**config.mk**
```make
export PLATFORM = sky130hd
export DESIGN_NAME = truth_table_scanner
export DESIGN_NICKNAME = d
export VERILOG_FILES = /design/src/rtl/truth_table_scanner.sv
export SDC_FILE = /design/constraint.sdc
export NUM_CORES = 1
export LEC_CHECK = 0
export ABC_AREA = 1
export BUFFER_PORTS_ARGS = -buffer_cell sky130_fd_sc_hd__buf_2
export CAP_MARGIN = 20
export CORE_ASPECT_RATIO = 1.25
export CORE_MARGIN = 1.5
export CORE_UTILIZATION = 55
export DETAILED_ROUTE_END_ITERATION = 16
export HOLD_SLACK_MARGIN = 0.03
export PLACE_DENSITY = 0.86
export REMOVE_ABC_BUFFERS = 1
export SYNTH_ARGS = -nofsm -noshare
export SYNTH_HDL_FRONTEND = slang
export SYNTH_SLANG_ARGS = --single-unit
```
**constraint.sdc**
```tcl
create_clock -name clk -period 5.7 [get_ports clk]
set_input_delay 0.855 -clock clk [delete_from_list [all_inputs] [get_ports clk]]
set_output_delay 0.855 -clock clk [all_outputs]
set_load 0.005 [all_outputs]
```
**src/rtl/truth_table_scanner.sv**
```systemverilog
// truth_table_scanner: walks a combinational unit through every input code,
// captures each output row and scores it against an expected table.
module truth_table_scanner #(
  parameter int N      = 3,
  parameter int M      = 3,
  parameter int SETTLE = 2
) (
  input  logic                  clk,
  input  logic                  rst,
  input  logic                  start,
  input  logic                  abort,
  output logic [N-1:0]          code,
  input  logic [M-1:0]          f_in,
  input  logic [M*(2**N)-1:0]   expected,
  output logic [M*(2**N)-1:0]   table_out,
  output logic                  busy,
  output logic                  done,
  output logic                  pass,
  output logic [N:0]            err_count,
  output logic [N-1:0]          first_err_code
);

  localparam int ROWS = 2 ** N;
  localparam int W    = M * ROWS;
  localparam int CW   = (SETTLE > 1) ? $clog2(SETTLE) : 1;

  localparam logic [CW-1:0] CNT_LAST  = CW'(SETTLE - 1);
  localparam logic [N-1:0]  CODE_LAST = {N{1'b1}};
  localparam logic [N:0]    ERR_ONE   = (N+1)'(1);

  typedef enum logic {
    IDLE,
    RUN
  } state_t;

  state_t        state_q, state_d;
  logic [CW-1:0] cnt_q, cnt_d;
  logic [N-1:0]  code_q, code_d;
  logic          done_q, done_d;
  logic          pass_q, pass_d;
  logic [N:0]    err_q, err_d;
  logic [N-1:0]  first_q, first_d;
  logic [W-1:0]  table_q, table_d;
  logic [M-1:0]  row_exp;

  always_ff @(posedge clk) begin
    if (rst) begin
      state_q <= IDLE;
      cnt_q   <= '0;
      code_q  <= '0;
      done_q  <= 1'b0;
      pass_q  <= 1'b0;
      err_q   <= '0;
      first_q <= '0;
      table_q <= '0;
    end else begin
      state_q <= state_d;
      cnt_q   <= cnt_d;
      code_q  <= code_d;
      done_q  <= done_d;
      pass_q  <= pass_d;
      err_q   <= err_d;
      first_q <= first_d;
      table_q <= table_d;
    end
  end

  always_comb begin
    state_d = state_q;
    cnt_d   = cnt_q;
    code_d  = code_q;
    done_d  = 1'b0;
    pass_d  = pass_q;
    err_d   = err_q;
    first_d = first_q;
    table_d = table_q;
    row_exp = expected[int'(code_q)*M +: M];
    unique case (state_q)
      IDLE: begin
        if (start && !abort) begin
          state_d = RUN;
          cnt_d   = '0;
          code_d  = '0;
          pass_d  = 1'b0;
          err_d   = '0;
          first_d = '0;
          table_d = '0;
        end
      end
      RUN: begin
        if (abort) begin
          state_d = IDLE;
          cnt_d   = '0;
          code_d  = '0;
        end else if (cnt_q != CNT_LAST) begin
          cnt_d = cnt_q + CW'(1);
        end else begin
          // sample edge: capture row, score it, then advance or finish
          table_d[int'(code_q)*M +: M] = f_in;
          if (f_in != row_exp) begin
            err_d = err_q + ERR_ONE;
            if (err_q == '0) first_d = code_q;
          end
          cnt_d = '0;
          if (code_q == CODE_LAST) begin
            state_d = IDLE;
            code_d  = '0;
            done_d  = 1'b1;
            pass_d  = (err_d == '0);
          end else begin
            code_d = code_q + N'(1);
          end
        end
      end
      default: state_d = IDLE;
    endcase
  end

  assign code           = code_q;
  assign busy           = (state_q == RUN);
  assign done           = done_q;
  assign pass           = pass_q;
  assign err_count      = err_q;
  assign first_err_code = first_q;
  assign table_out      = table_q;

endmodule
```
==> flow_summary.toml <==
[place]
port_buffers = 67
dp_hpwl_um = 3913
gp_congestion = 0.9107
pre_cts_slack_ns = 3.068

[pwr]
p_sw_share_pct = 27.57
p_int_mw = 0.4452
power.switching_mw = 0.1695
p_clk_share_pct = 37.6
power_density_nw_per_um2 = 232.4
peakVddDrop_mv = 0.2236
leakagePower_nw = 1.313
seqPwrFrac_pct = 45.3
power_frac_comb_pct = 17.1

[timing]
worst_pin_slew_ns = 0.8925
hold_ws_ns = 0.4594
setup-violations-final = 0
drv_slew = 0
slew_headroom_pct = 40.18
rsz0062_at_grt = "no"
fin_crit_sh_pct = 46.88
timing.final.ws_setup_ns = 3.028
hold_viol_final = 0
fmax_mhz = 374.2
layout_min_cycle_time_ns = 2.672
fin_skew_ns = 0.007506
tns_ns = 0

[logic_synthesis]
synth_most_common_cell = "nand2_1"
netlist_top_cells_area = "dfxtp_1 (34%), nand2_1 (16%), a21oi_1 (7.5%)"
yosys.cell_types.count = 30
synth-seq-cells = 38
synthCells = 333
synth_top_area_share_pct = 34.47
syn-cell-area_um2 = 2207
ys_async_sr_fraction_pct = 0
synth_common_cells = "nand2_1 (97), inv_1 (39), dfxtp_1 (38), a21oi_1 (33), nand3_1 (27)"
synth_largest_area_cell = "dfxtp_1"
yosysWarningCount = 0
synth_area_per_cell_um2 = 6.628
synth_seq_area_share_pct = 34.47
synth_edf_count = 0
ys.flop_type = "dfxtp_1"

[clock_tree]
post_cts_resized = 0
post_cts_buffers = 0
clock_latency_ns = 0.29
cts_tree = "done"
cts.sink_count = 38
clkSlewWorstSetupHoldPaths_ns = 0.07
cts_buffers = 5
cts_root_buffer = "clkbuf_8"
ctsHoldBuffers = 0
cts_max_level = 2
cts_buffer_depth = 2

[worst_setup_path]
cp-startpoint = "code[0]"
start_kind = "register"
arrival_ns = 2.81
rr_startpoint = "code[0]"
crit_type = "reg2reg"
critPathRequiredTime_ns = 5.84
crit_path_end_kind = "register"
crit_fanout = 21

[global_routing]
antenna_found_initial = 0
overflow = 0
grt_pass1_vias = 2170
grtUsageTotal_pct = 25.33
grt_max_degree = 35
grt_pass1_wl_um = 8749

[routing]
vias = 2339
drt_wl_total_um = 5225
drtIter0Drc = 115
drtAntennaViolNets = 0
via_per_inst = 5.198
post-route-drc-count = 0
avgRoutedWirePerCell_um = 11.61
firstDrtPassIters = 4

[final_layout]
drive_above_1_share_pct = 25.51
nets = 434
area_delta_synth_final_pct = 19.84
fillers = 341
diodes = 0

[worst_hold_path]
hp-class = "reg2reg"
min-delay-start = "table_out[15]"

[run]
drv_cap = 0

[status]
status = "finished, final reports clean"

[floorplanning]
die_area_um2 = 4404
fp.coreArea_um2 = 3816
die_x_um = 59.66
start_util_pct = 57.84
rows = 25
die_y_um = 73.83
io_pins = 68
==> power by group through the flow <==
| stage | clock, mW | combinational (mW) | sequential [mW] |
|---|---|---|---|
| 2_1_floorplan | 0 | 0.0724 | 0.282 |
| 3_3_place_gp | 0 | 0.102 | 0.284 |
| 3_5_place_dp | 0 | 0.104 | 0.284 |
| 4_1_cts | 0.235 | 0.105 | 0.278 |
| 5_1_grt | 0.245 | 0.119 | 0.279 |
| 6_report | 0.231 | 0.105 | 0.278 |
==> layout by cell type, fill, tap and decap left out, drive strengths merged, types with 2 or more instances in the layout <==
master    n
a211oi    3
a21oi    34
a31oi     2
buf      67
clkbuf    6
dfxtp    38
ha        7
inv      47
nand2   105
nand3    29
nand4     7
nor2     27
nor3      3
o21ai    15
xnor2     2
==> kinds of logic after synthesis <==
family / count (synthesis) / synth area share, %
simple gates: 172 / 34.92
xor+xnor: 3 / 1.191
compound gates: 55 / 13.61
buf+inv: 58 / 11.85
flops: 38 / 34.47
fa+ha+maj: 7 / 3.968
==> flip-flops by register name, indices dropped and copies added (netlist names) <==
name and cells:
table_out 24, err_count 4, code 3, first_err_code 3, busy 1, cnt_q 1
done 1, pass 1
==> stage by stage <==
step                      instance area [um2]  instances  util, %  power [mW]
after detailed placement                 2532        443    66.36      0.3879
after CTS                                2645        450    69.31      0.6179
final                                    2645        450    69.31      0.6147
after floorplan                          2130        322        -      0.3546
after global placement                   2532        443    66.36      0.3862
after global routing                     2645        450    69.31      0.6433
==> per-layer routing <==
layer  vias up  global-route usage [%]  part of all wire (%)
li1       1187                       -                     -
met1      1073                   28.76                    41
met2        69                   44.44                    52
met3        10                   5.810                   6.0
met4         0                   10.62                   1.6
met5         -                       0                     0
==> final timing paths <==
kind / to / slack [ns] / cells after the start
max: table_out[12] / 3.03 / 8
min: table_out[15] / 0.46 / 2
max reg2reg: table_out[12] / 3.03 / 8
min reg2reg: table_out[15] / 0.46 / 2
==> cell type report <==
| cell class | instances | area [um2] | area share [%] |
|---|---|---|---|
| clock buffer | 6 | 82.58 | 3.122 |
| clock inverter | 1 | 30.03 | 1.135 |
| inverter | 47 | 183.9 | 6.954 |
| tap | 54 | 67.56 | 2.554 |
| multi-input combinational | 237 | 1185 | 44.80 |
| sequential | 38 | 760.7 | 28.76 |
| timing repair buffer | 67 | 335.3 | 12.68 |
==> worst max-delay path, stage by stage, from the launching register on <==
cell     delay, ns
dfxtp_1       0.87
inv_8         0.12
ha_1          0.26
xnor2_1       0.30
inv_1         0.16
nor3_1        0.37
o21ai_0       0.25
nand2_1       0.13
a21oi_1       0.07
No activity file was read; power rests on OpenSTA's default activity.
